## config.mk

```make
export PLATFORM = sky130hd
export DESIGN_NAME = pipe_ctrl
export DESIGN_NICKNAME = d
export VERILOG_FILES = /design/src/rtl/pipe_ctrl.sv
export SDC_FILE = /design/constraint.sdc
export NUM_CORES = 1
export LEC_CHECK = 0
export ABC_AREA = 1
export CELL_PAD_IN_SITES_DETAIL_PLACEMENT = 1
export CELL_PAD_IN_SITES_GLOBAL_PLACEMENT = 2
export CORE_MARGIN = 10
export CORE_UTILIZATION = 21
export CTS_CLUSTER_SIZE = 12
export DETAILED_ROUTE_END_ITERATION = 8
export PLACE_DENSITY_LB_ADDON = 0.1
export SYNTH_ARGS = -nofsm -noshare
export SYNTH_HDL_FRONTEND = slang
export SYNTH_SLANG_ARGS = --single-unit
```

## constraint.sdc

```tcl
create_clock -name clk -period 2.2 [get_ports clk]
set_input_delay 0.44 -clock clk [delete_from_list [all_inputs] [get_ports clk]]
set_output_delay 0.44 -clock clk [all_outputs]
set_load 0.01 [all_outputs]
```

## src/rtl/pipe_ctrl.sv

```systemverilog
// Pipeline controller for the 6-stage MIPS core: merges stall requests,
// turns MEM-stage exceptions into a flush plus redirect, and tracks stall statistics.
module pipe_ctrl #(
    parameter logic [31:0] EXC_VECTOR = 32'h0000_0020,
    parameter int          MAX_STALL  = 16,
    parameter int          CNT_W      = 32
) (
    input  logic             clk,
    input  logic             rst,
    input  logic             stallreq_if,
    input  logic             stallreq_id,
    input  logic             stallreq_ex,
    input  logic             stallreq_mem,
    input  logic             exc_valid,
    input  logic [4:0]       exc_code,
    input  logic [31:0]      cp0_epc,
    input  logic             ctr_clr,
    output logic [5:0]       stall,
    output logic             flush,
    output logic [31:0]      new_pc,
    output logic [CNT_W-1:0] stall_cycles,
    output logic             stall_timeout
);

    localparam int          RCW      = $clog2(MAX_STALL + 1);
    localparam logic [RCW-1:0] RUN_MAX  = RCW'(MAX_STALL);
    localparam logic [RCW-1:0] RUN_LAST = RCW'(MAX_STALL - 1);
    localparam logic [4:0]  CODE_ERET = 5'd14;

    typedef enum logic {RUN, REFILL} state_t;

    state_t         state;
    logic [RCW-1:0] run_cnt;
    logic           stalled;

    // Outputs are gated by reset too, so an asserted reset silences them immediately.
    always_comb begin
        stall  = '0;
        flush  = 1'b0;
        new_pc = '0;
        if (rst && state == RUN) begin
            if (exc_valid) begin
                flush  = 1'b1;
                new_pc = (exc_code == CODE_ERET) ? cp0_epc : EXC_VECTOR;
            end else if (stallreq_mem) begin
                stall = 6'b011111;
            end else if (stallreq_ex) begin
                stall = 6'b001111;
            end else if (stallreq_id) begin
                stall = 6'b000111;
            end else if (stallreq_if) begin
                stall = 6'b000011;
            end
        end
    end

    assign stalled = (stall != 6'b0);

    always_ff @(posedge clk or negedge rst) begin
        if (!rst) begin
            state         <= RUN;
            run_cnt       <= '0;
            stall_cycles  <= '0;
            stall_timeout <= 1'b0;
        end else begin
            case (state)
                RUN:     if (exc_valid) state <= REFILL;
                default: state <= RUN;
            endcase

            // A flush always forces stall to zero, so this also clears on flush.
            if (!stalled)
                run_cnt <= '0;
            else if (run_cnt != RUN_MAX)
                run_cnt <= run_cnt + RCW'(1);

            if (ctr_clr) begin
                stall_cycles  <= '0;
                stall_timeout <= 1'b0;
            end else begin
                if (stalled && stall_cycles != {CNT_W{1'b1}})
                    stall_cycles <= stall_cycles + CNT_W'(1);
                if (stalled && run_cnt >= RUN_LAST)
                    stall_timeout <= 1'b1;
            end
        end
    end

endmodule

```

* Word-level counts from Yosys, hierarchy flattened
Cells that the tools add are included.
** Cells by class
- $add $sub $neg :: 2
- Magnitude comparators :: 1
- Equal/unequal tests :: 4
- Multiplexer cells :: 18
- Bitwise logic cells :: 1
- Reduce and logical (&&, ||, !) cells :: 6
** Operator list (count)
- 32-bit two-way mux :: 5
- 32-bit by 1-bit adder with 32-bit output (second input constant) :: 1
- 32-bit != test (second input constant) :: 1
- 5-bit two-way mux :: 4
- 6-bit two-way mux :: 1
- 6-bit nonzero test :: 1
- 5-bit by 1-bit adder with 5-bit output (second input constant) :: 1
- 5-bit by 4-bit equality test with 1-bit output (second input constant) :: 1
- 5-bit by 4-bit greater-or-equal comparator with 1-bit output (second input constant) :: 1
- 1-bit two-way mux :: 5
- 5-bit != test (second input constant) :: 1
- 4-bit two-way mux :: 1
- 2-bit nonzero test :: 2
- 1-bit logical AND :: 3
- 3-bit two-way mux :: 1
- 2-bit two-way mux :: 1
- 2-bit by 1-bit != test with 1-bit output (second input constant) :: 1
- 1-bit inverter :: 1
** Storage, ports and cells
- Flip-flop bits (word level) :: 39
- Bits of input ports :: 45
- Output and inout port bits :: 72
- Logic and storage cells :: 36

* Depth between registers and ports, before layout
Gate-level depths: netlist of the first run.
- Depth after elaboration :: 10
- Mapped depth :: 12
- Depth with buffers taken out :: 11

* Least setup slack after synthesis of the first run
No wires, ideal clock.
- Kind :: in2out
- Start point :: input port rst
- End point :: output port new_pc[23]
- Arrival :: 1.336 ns
- Required time :: 1.760 ns
- Setup slack :: 0.424 ns
- Stages on the path :: 5
- Buffers on the path :: 1
- Path through :: nand2_1 > nor2_1 > clkbuf_1 > nand2_1 > nor2_1
** Between the ends
- Cells in the longest elaborated chain, start to end :: 2
** Ends and longest elaborated chain
- from (decl) :: RTL line 9 : input logic rst,
- 1-bit logical AND :: RTL line 41 : if (rst && state == RUN) begin
- 32-bit two-way mux :: RTL line 41
- to (decl) :: RTL line 20 : output logic [31:0] new_pc,
No other way between the ends.

* Worst setup path after layout of the first run
- Start point :: input port exc_code[4]
- End point :: output port new_pc[25]
** Between the ends
- Cells in the longest elaborated chain, start to end :: 4
** Ends and longest elaborated chain
- from (decl) :: RTL line 15 : input logic [4:0] exc_code,
- 5-bit by 4-bit equality test with 1-bit output :: RTL line 44 : new_pc = (exc_code == CODE_ERET) ? cp0_epc : EXC_VECTOR;
- 32-bit two-way mux :: RTL line 44
- 32-bit two-way mux :: RTL line 42 : if (exc_valid) begin
- 32-bit two-way mux :: RTL line 41
No other way between the ends.

==> results of run 1 <==
worst reg2reg max path, cell delays in order, from the launching register on:
cell,delay [ps]
dfrtp_1,410
ha_1,230
nand2_1,80
nor2_2,230
nand2_2,130
nor2_4,180
nand2_2,90
nand2_4,90
nand2_4,70
clkinv_4,200
nand2_1,100
nand2_1,80
logic make-up (layout without fill, tap and decap cells):
logic type	Yosys count	count (layout)	synth area share [%]
AND/OR/NAND/NOR	353	353	49.7
buffers and inverters	52	201	7.82
adder cells (fa/ha/maj)	4	4	1.73
flip-flops	39	39	33.7
XOR/XNOR	8	8	2.42
AO/OA/AOI/OAI	24	24	4.45
other	1	1	0.130
sequential cells by signal, indices dropped and copies added (netlist names):
signal and flops:
state 1, stall_timeout 1, stall_cycles 32, run_cnt 5
where the power goes:
part	switching, uW	internal, uW
registers	2.89	721
logic	128	129
clock network	328	536
total	459	1390
stage by stage:
| stage | instance area [um^2] | cells | setup WS [ps] |
|---|---|---|---|
| after detailed placement | 4440 | 788 | -338 |
| after global routing | 4590 | 806 | 1.27 |
| after CTS | 4660 | 802 | 1.62 |
| after floorplan | 2900 | 481 | 424 |
| after global placement | 4440 | 788 | -341 |
| final | 4590 | 806 | 56.0 |
synth_stat cells:
cell,n,area [um^2]
xnor2_1,1,8.76
nor3b_1,1,7.51
o21ai_0,5,25.0
nand2_4,2,22.5
nor2_2,4,25.0
buf_2,3,15.0
nor3_1,3,15.0
o31ai_1,1,7.51
nor2_1,108,405
ha_1,4,50.1
clkinv_4,1,8.76
nand2_1,190,713
xor2_1,7,61.3
a21oi_2,1,8.76
nor2_4,1,11.3
nand4_1,9,56.3
buf_6,2,22.5
buf_1,1,3.75
dfrtp_1,39,976
buf_4,2,15.0
nand2_2,2,12.5
a21oi_1,10,50.1
nand3_1,30,150
nand3b_1,2,15.0
inv_1,34,128
o21ai_1,6,30.0
clkbuf_1,8,30.0
conb_1,1,3.75
o21bai_1,1,7.51
inv_2,1,3.75
or2_2,1,6.26
final timing paths:
path / from / endpoint / slack (ps) / cells after the start
min reg2reg: state / state / 420 / 1
max: exc_code[4] / new_pc[25] / 60 / 7
max reg2reg: stall_cycles[1] / stall_cycles[26] / 290 / 11
max in group asynchronous: rst / stall_cycles[14] / 1420 / 2
min: rst / stall_cycles[17] / 350 / 2
min in group clk: state / state / 420 / 1
what timing repair did:
| item | CTS | global route |
|---|---|---|
| buffers inserted | 1 | 3 |
| gates resized for setup | 80 | 45 |
| hold endpoints to repair | 2 | 0 |
| setup endpoints to repair | 38 | 47 |
| hold buffers | 1 | 0 |
| pin swaps | 4 | 1 |
| cloned | 4 | 1 |
routing by layer:
layer	up-vias	routed length, um	GRT usage (%)
li1	1790	-	-
met1	1656	5880	17.7
met2	75	6360	23.0
met3	2	961	4.92
met4	0	17	0.878
met5	-	0	0
cell type report:
class                   instances  area [um^2]  area share (%)
multi-input cells             390         1710            37.3
repair buffers                157         1370            29.9
flip-flops and latches         39          976            21.3
well taps                     176          220            4.80
inverters                      36          140            3.05
clock buffers                   5          125            2.73
clock inverters                 3         43.8           0.954
==> results.json, run 1 <==
{
  "nFillCells": 1742,
  "final_util_pct": 34.2,
  "drc": 0,
  "ys_seq_area_share_pct": 33.7,
  "final_hold_viol_count": 0,
  "rsz0062_at_grt": "false",
  "synth-seq-cells": 39,
  "routed_wl_um": 13200,
  "fin_skew_ps": 5.01,
  "worst_pin_slew_ps": 579,
  "cts_buffers": 5,
  "worstPathCellList": "clkdlybuf4s50_1, nor2_1, nand3b_1, buf_4, buf_6, nor2_1, clkdlybuf4s15_1",
  "io_buffers": 115,
  "setup_violations": 0,
  "grt_pass1_vias": 3754,
  "grt_pass1_wl_um": 20800,
  "clock_latency_ps": 290,
  "grtUsageTotal_pct": 13.9,
  "path_max_fanout": 7,
  "crit_family": "buffers and inverters",
  "cp_slowest_cell": "clkdlybuf4s50_1",
  "n_antenna_cell": 0,
  "total_power_uw": 1850,
  "path_class": "input pin to output port",
  "avgRoutedWirePerCell_um": 16.4,
  "status": "finished clean",
  "final_common_cell": "nand2_1",
  "initial_core_util_pct": 21.6,
  "p_leak_uw": 0.00206,
  "num_io_pins": 117,
  "timing.critical_path.buf_inv": 4,
  "die_area_um2": 18900,
  "area.growth.synth_to_final_pct": 58.5,
  "period_needed_ps": 2140,
  "max_freq_mhz": 466,
  "die_h_um": 137,
  "antenna_left": 0,
  "final_nets": 678,
  "synth_warnings": 0,
  "numClockSinks": 39,
  "startpoint_type": "input pin",
  "syn_area_um2": 2900,
  "syn_avg_cell_area_um2": 6.02,
  "powerDensity_nw_per_um2": 402,
  "period_share_pct": 97.5,
  "required_ps": 1760,
  "routed_via_density": 4.37,
  "via_count": 3523,
  "clk_pin_slew_ps": 70,
  "final.setup.tns_ps": 0,
  "place_congestion": 0.791,
  "syn-instance-count": 481,
  "cap_viol_max_count": 0,
  "drive_gt1_share_pct": 15.2,
  "htree_levels": 2,
  "cts_root_buffer": "clkbuf_16",
  "die_width_um": 137,
  "slew_headroom_pct": 61.4,
  "syn_nets": 530,
  "firstDrtPassIters": 4,
  "mostFrequentLayoutCells": "190 x nand2_1, 107 x nor2_1, 73 x clkdlybuf4s50_1",
  "grt_overflow": 0,
  "holdCritPathClass": "input pin to async pin",
  "fp-row-count": 42,
  "slew_viol_final": 0,
  "hpwl_um": 10300,
  "hold_ws_ps": 354,
  "max_stage_delay_ps": 400,
  "clockBufferDepth": 2,
  "grt_max_degree": 38,
  "cts_tree": "built",
  "cp_common_cell": "nor2_1",
  "irDropWorstVdd_mv": 0.238,
  "fp.coreArea_um2": 13400,
  "cp.arrival_ps": 1700,
  "drt_iter0_drc": 104,
  "netlist-cell-type-count": 31,
  "setup.worst_path.end_class": "output port",
  "antenna_found_initial": 0
}
Power figures use the tool's default switching activity.
==> inputs of run 2 (changes only) <==
Settings changed: CORE_MARGIN 10 to 5.
==> run 2 against run 1 <==
  * Maximum frequency shrank 0.56%
  * Power shrank 6.7%
  * First-iteration DRC count shrank 18%
  * Routed wire length shrank 7.4%
  * Final cell count shrank 0.74%
  * Combinational power grew 2%
  * Cell area grew 0.14%
  * Critical path type unchanged
  * Critical endpoint is now new_pc[21]
==> results.json, run 2 (synthesized netlist as in run 1, its figures left out) <==
{
  "cap_viol_max_count": 0,
  "avgRoutedWirePerCell_um": 15.3,
  "period_needed_ps": 2160,
  "final_hold_viol_count": 0,
  "top_regs": "stall_cycles x32, run_cnt x5",
  "placed_cells": 783,
  "path_class": "input pin to output port",
  "antenna_found_initial": 0,
  "holdCritPathClass": "input pin to async pin",
  "cts_buffers": 5,
  "fin_skew_ps": 7.98,
  "regMostFlops": "stall_cycles",
  "slew_viol_final": 0,
  "die_width_um": 127,
  "die_area_um2": 16200,
  "grt_overflow": 0,
  "max_stage_delay_ps": 400,
  "fp-row-count": 43,
  "grt_max_degree": 40,
  "cp.arrival_ps": 1720,
  "total_power_uw": 1720,
  "p_leak_uw": 0.00207,
  "period_share_pct": 98.0,
  "path_max_fanout": 12,
  "final_nets": 668,
  "via_count": 3509,
  "routed_via_density": 4.39,
  "status": "finished clean",
  "firstDrtPassIters": 4,
  "n_antenna_cell": 0,
  "die_h_um": 127,
  "startpoint_type": "input pin",
  "htree_levels": 2,
  "max_freq_mhz": 464,
  "cts_root_buffer": "clkbuf_16",
  "hpwl_um": 9230,
  "area.growth.synth_to_final_pct": 58.7,
  "cp_common_cell": "nor2_1",
  "nFillCells": 1774,
  "final_common_cell": "nand2_1",
  "clock_latency_ps": 290,
  "numClockSinks": 39,
  "hold_ws_ps": 320,
  "rsz0062_at_grt": "true",
  "routed_wl_um": 12200,
  "setup.worst_path.end_class": "output port",
  "io_buffers": 115,
  "fp.coreArea_um2": 13700,
  "worst_pin_slew_ps": 567,
  "cp_slowest_cell": "clkdlybuf4s50_1",
  "layout.cells.non_filler": 800,
  "grtUsageTotal_pct": 15.0,
  "mostFrequentLayoutCells": "190 x nand2_1, 104 x nor2_1, 73 x clkdlybuf4s50_1",
  "required_ps": 1760,
  "clk_pin_slew_ps": 60,
  "drc": 0,
  "cts_tree": "built",
  "reg2reg_depth": 11,
  "clockBufferDepth": 2,
  "worstPathCellList": "clkdlybuf4s50_1, nor2_1, nand3b_1, buf_4, clkbuf_16, nor2_1, buf_2",
  "drt_iter0_drc": 85,
  "grt_pass1_vias": 3786,
  "initial_core_util_pct": 21.1,
  "num_io_pins": 117,
  "drive_gt1_share_pct": 14.5,
  "powerDensity_nw_per_um2": 375,
  "antenna_left": 0,
  "setup_violations": 0,
  "place_congestion": 0.761,
  "largest_register_ffs": 32,
  "slew_headroom_pct": 62.2,
  "grt_pass1_wl_um": 19500,
  "irDropWorstVdd_mv": 0.234
}
## run 2: layer usage
layer	part of all wire, %	GRT usage, %
met5	0	0
met4	1.3	3.79
met3	6.5	4.81
met2	49	26.6
met1	43	17.5
## run 2: area by class of cell
type / instances / area [um^2] / area share (%)
clock inverter: 2 / 12.5 / 0.272
sequential: 39 / 976 / 21.2
timing repair buffer: 147 / 1390 / 30.2
clock buffer: 6 / 129 / 2.81
tap: 180 / 225 / 4.90
multi-input combinational: 390 / 1730 / 37.6
inverter: 36 / 140 / 3.05
## run 2: path summary, 6_finish.rpt
check | start | to | slack, ps
hold reg to reg | state | state | 450
hold / removal | rst | run_cnt[2] | 320
min in group clk | state | state | 450
setup reg to reg | stall_cycles[1] | stall_cycles[29] | 260
max in group asynchronous | rst | stall_cycles[19] | 1500
setup / recovery | exc_code[4] | new_pc[21] | 40
## run 2: worst max-delay path, delay by kind of cell
kind	cells	cell delay (ps)
buffers and inverters	4	910
and+or+nand+nor	3	380
## run 2: what timing repair did
action,4_1_cts,5_1_grt
gates cloned,1,3
setup buffers,2,3
hold endpoints to repair,0,0
pin swaps,3,5
endpoints found under the setup margin,39,28
hold buffers,0,0
resized for setup,121,27
## run 2: stage by stage
step                setup slack [ps]  instance area [um^2]  utilization (%)  TNS (ps)
floorplan                        424                  2900                -         0
global placement                -365                  4380             31.9    -13240
detailed placement              -346                  4380             31.9    -13340
CTS                            -60.7                  4520             32.9      -120
global route                   -47.1                  4590             33.5      -447
finish                          44.0                  4590             33.5         0
## run 2: report_power, final
group          total (uW)  internal (uW)  switching [uW]
Clock                 735            419             316
Combinational         263            136             127
Sequential            725            721            3.45
Total                1720           1280             446
==> inputs of run 3 (changes only) <==
Settings changed: REMOVE_ABC_BUFFERS from default to 1.
==> run 3 against run 2 <==
  * Register-to-register slack improved by 70 ps
  * Clock power is 23% higher
  * Clock skew shrank 1.7 ps
  * Sequential power hardly changed
  * First-iteration DRC count up 40%
  * Setup slack improved by 110 ps
  * Routed wire length grew 4.3%
  * Non-clock buffer count unchanged
  * Sequential share of layout area shrank 0.77 points
  * Cell area increased by 3.8%
  * Critical path type is now flop to output port
  * Critical endpoint is now new_pc[18]
  * Largest power group unchanged
==> results.json, run 3 (synthesized netlist as in run 1, its figures left out) <==
{
  "status": "finished clean",
  "antenna_found_initial": 1,
  "fin_skew_ps": 6.31,
  "nFillCells": 1769,
  "rsz0062_at_grt": "false",
  "worst_pin_slew_ps": 579,
  "cp.arrival_ps": 1600,
  "startpoint_type": "flop",
  "final_util_pct": 34.8,
  "final_common_cell": "nand2_1",
  "top_layer_used": "met4",
  "drc": 0,
  "avgRoutedWirePerCell_um": 15.9,
  "multi_input_area_um2": 1790,
  "routed_via_density": 4.38,
  "grt_pass1_wl_um": 20300,
  "final_hold_viol_count": 0,
  "clockBufferDepth": 2,
  "slew_viol_final": 0,
  "routed_wl_um": 12800,
  "regMostFlops": "stall_cycles",
  "powerDensity_nw_per_um2": 398,
  "period_needed_ps": 2040,
  "htree_levels": 2,
  "antenna_left": 0,
  "p_int_uw": 1420,
  "drive_gt1_share_pct": 16.1,
  "die_width_um": 127,
  "num_io_pins": 117,
  "hpwl_um": 9600,
  "regArea_um2": 976,
  "die_area_um2": 16200,
  "irDropWorstVdd_mv": 0.263,
  "initial_core_util_pct": 21.1,
  "largest_register_ffs": 32,
  "holdCritPathClass": "input pin to async pin",
  "period_share_pct": 92.9,
  "grt_overflow": 0,
  "slew_headroom_pct": 61.4,
  "clk_pin_slew_ps": 60,
  "setup_violations": 0,
  "clock_latency_ps": 300,
  "io_buffers": 115,
  "drt_iter0_drc": 119,
  "total_power_uw": 1900,
  "wl_met1_um": 5730,
  "die_h_um": 127,
  "pwr-share-comb_pct": 14.1,
  "cts_tree": "built",
  "numClockSinks": 39,
  "switchingPower_uw": 475,
  "grt_max_degree": 40,
  "setup.worst_path.end_class": "output port",
  "seqPwrFrac_pct": 38.2,
  "mostFrequentLayoutCells": "189 x nand2_1, 93 x nor2_1, 70 x clkdlybuf4s50_1",
  "firstDrtPassIters": 4,
  "place_congestion": 0.782,
  "swShare_pct": 25.0,
  "path_class": "flop to output port",
  "final.setup.tns_ps": 0,
  "wl_met2_um": 6160,
  "required_ps": 1760,
  "top_regs": "stall_cycles x32, run_cnt x5",
  "power_frac_clock_pct": 47.7,
  "grt_pass1_vias": 3808,
  "cap_viol_max_count": 0,
  "fp-row-count": 43,
  "wl_met3_um": 678,
  "fp.coreArea_um2": 13700,
  "grtUsageTotal_pct": 15.9,
  "final_nets": 668,
  "cts_buffers": 5,
  "max_freq_mhz": 489,
  "cts_root_buffer": "clkbuf_16",
  "area.growth.synth_to_final_pct": 64.7,
  "p_leak_uw": 0.00211,
  "path_max_fanout": 16,
  "via_count": 3505
}
run 3: changes by cell type in the layout (fill, tap and decap cells not counted), moves of 2 or more:
cell / before / now
nor2_2: 6 / 10
buf_2: 28 / 15
clkdlybuf4s50_1: 73 / 70
nor2_1: 104 / 93
clkdlybuf4s15_1: 1 / 4
nor2_4: 3 / 10
buf_6: 3 / 10
dlymetal6s2s_1: 3 / 5
run 3: repair_timing:
| action | 4_1_cts | 5_1_grt |
|---|---|---|
| hold buffers | 0 | 0 |
| setup buffers | 3 | 1 |
| hold endpoints to repair | 0 | 0 |
| cloned | 2 | 3 |
| pin swaps | 1 | 4 |
| resized for setup | 126 | 42 |
| setup endpoints to repair | 39 | 12 |
run 3: final timing paths:
path                            startpoint          endpoint  slack (ps)  cells past startpoint
min                                    rst        run_cnt[0]         260                      2
min reg2reg                          state             state         420                      1
max in group asynchronous              rst  stall_cycles[27]        1530                      2
min in group clk                     state             state         420                      1
max reg2reg                stall_cycles[1]  stall_cycles[18]         330                     11
max                                  state        new_pc[18]         160                      9
run 3: layout make-up:
cell class | instances | share of cell area (%)
Antenna cell | 1 | 0.0525
Inverter | 36 | 2.94
Timing Repair Buffer | 147 | 30.6
Multi-Input combinational cell | 390 | 37.5
Tap cell | 180 | 4.72
Clock inverter | 2 | 0.735
Sequential cell | 39 | 20.5
Clock buffer | 6 | 2.91
run 3: through the flow:
stage,std cells,cell area [um^2],hold WS [ps],setup slack [ps]
floorplan,465,2810,144,-203
global placement,783,4390,414,-343
detailed placement,783,4390,417,-374
CTS,796,4570,288,-7.11
global route,801,4770,328,44.5
finish,801,4770,263,155
run 3: critical path, cell delays in order (launching register included):
cell and delay [ps]:
dfrtp_1 380, inv_1 60, nand2_2 70, nor2_4 120, buf_12 130, buf_12 140
buf_4 110, nand2_1 70, nor2_4 110, buf_6 110
run 3: power groups by stage:
stage / Combinational [uW] / Sequential (uW) / Clock [uW]
finish: 268 / 724 / 905
global route: 295 / 724 / 968
CTS: 265 / 724 / 933
detailed placement: 246 / 738 / 0
global placement: 244 / 738 / 0
floorplan: 69.8 / 739 / 0
run 3: per-layer routing:
metal / track usage (%) / vias up
li1: - / 1769
met1: 19.4 / 1652
met2: 27.5 / 71
met3: 4.52 / 13
met4: 4.10 / 0
met5: 0 / -
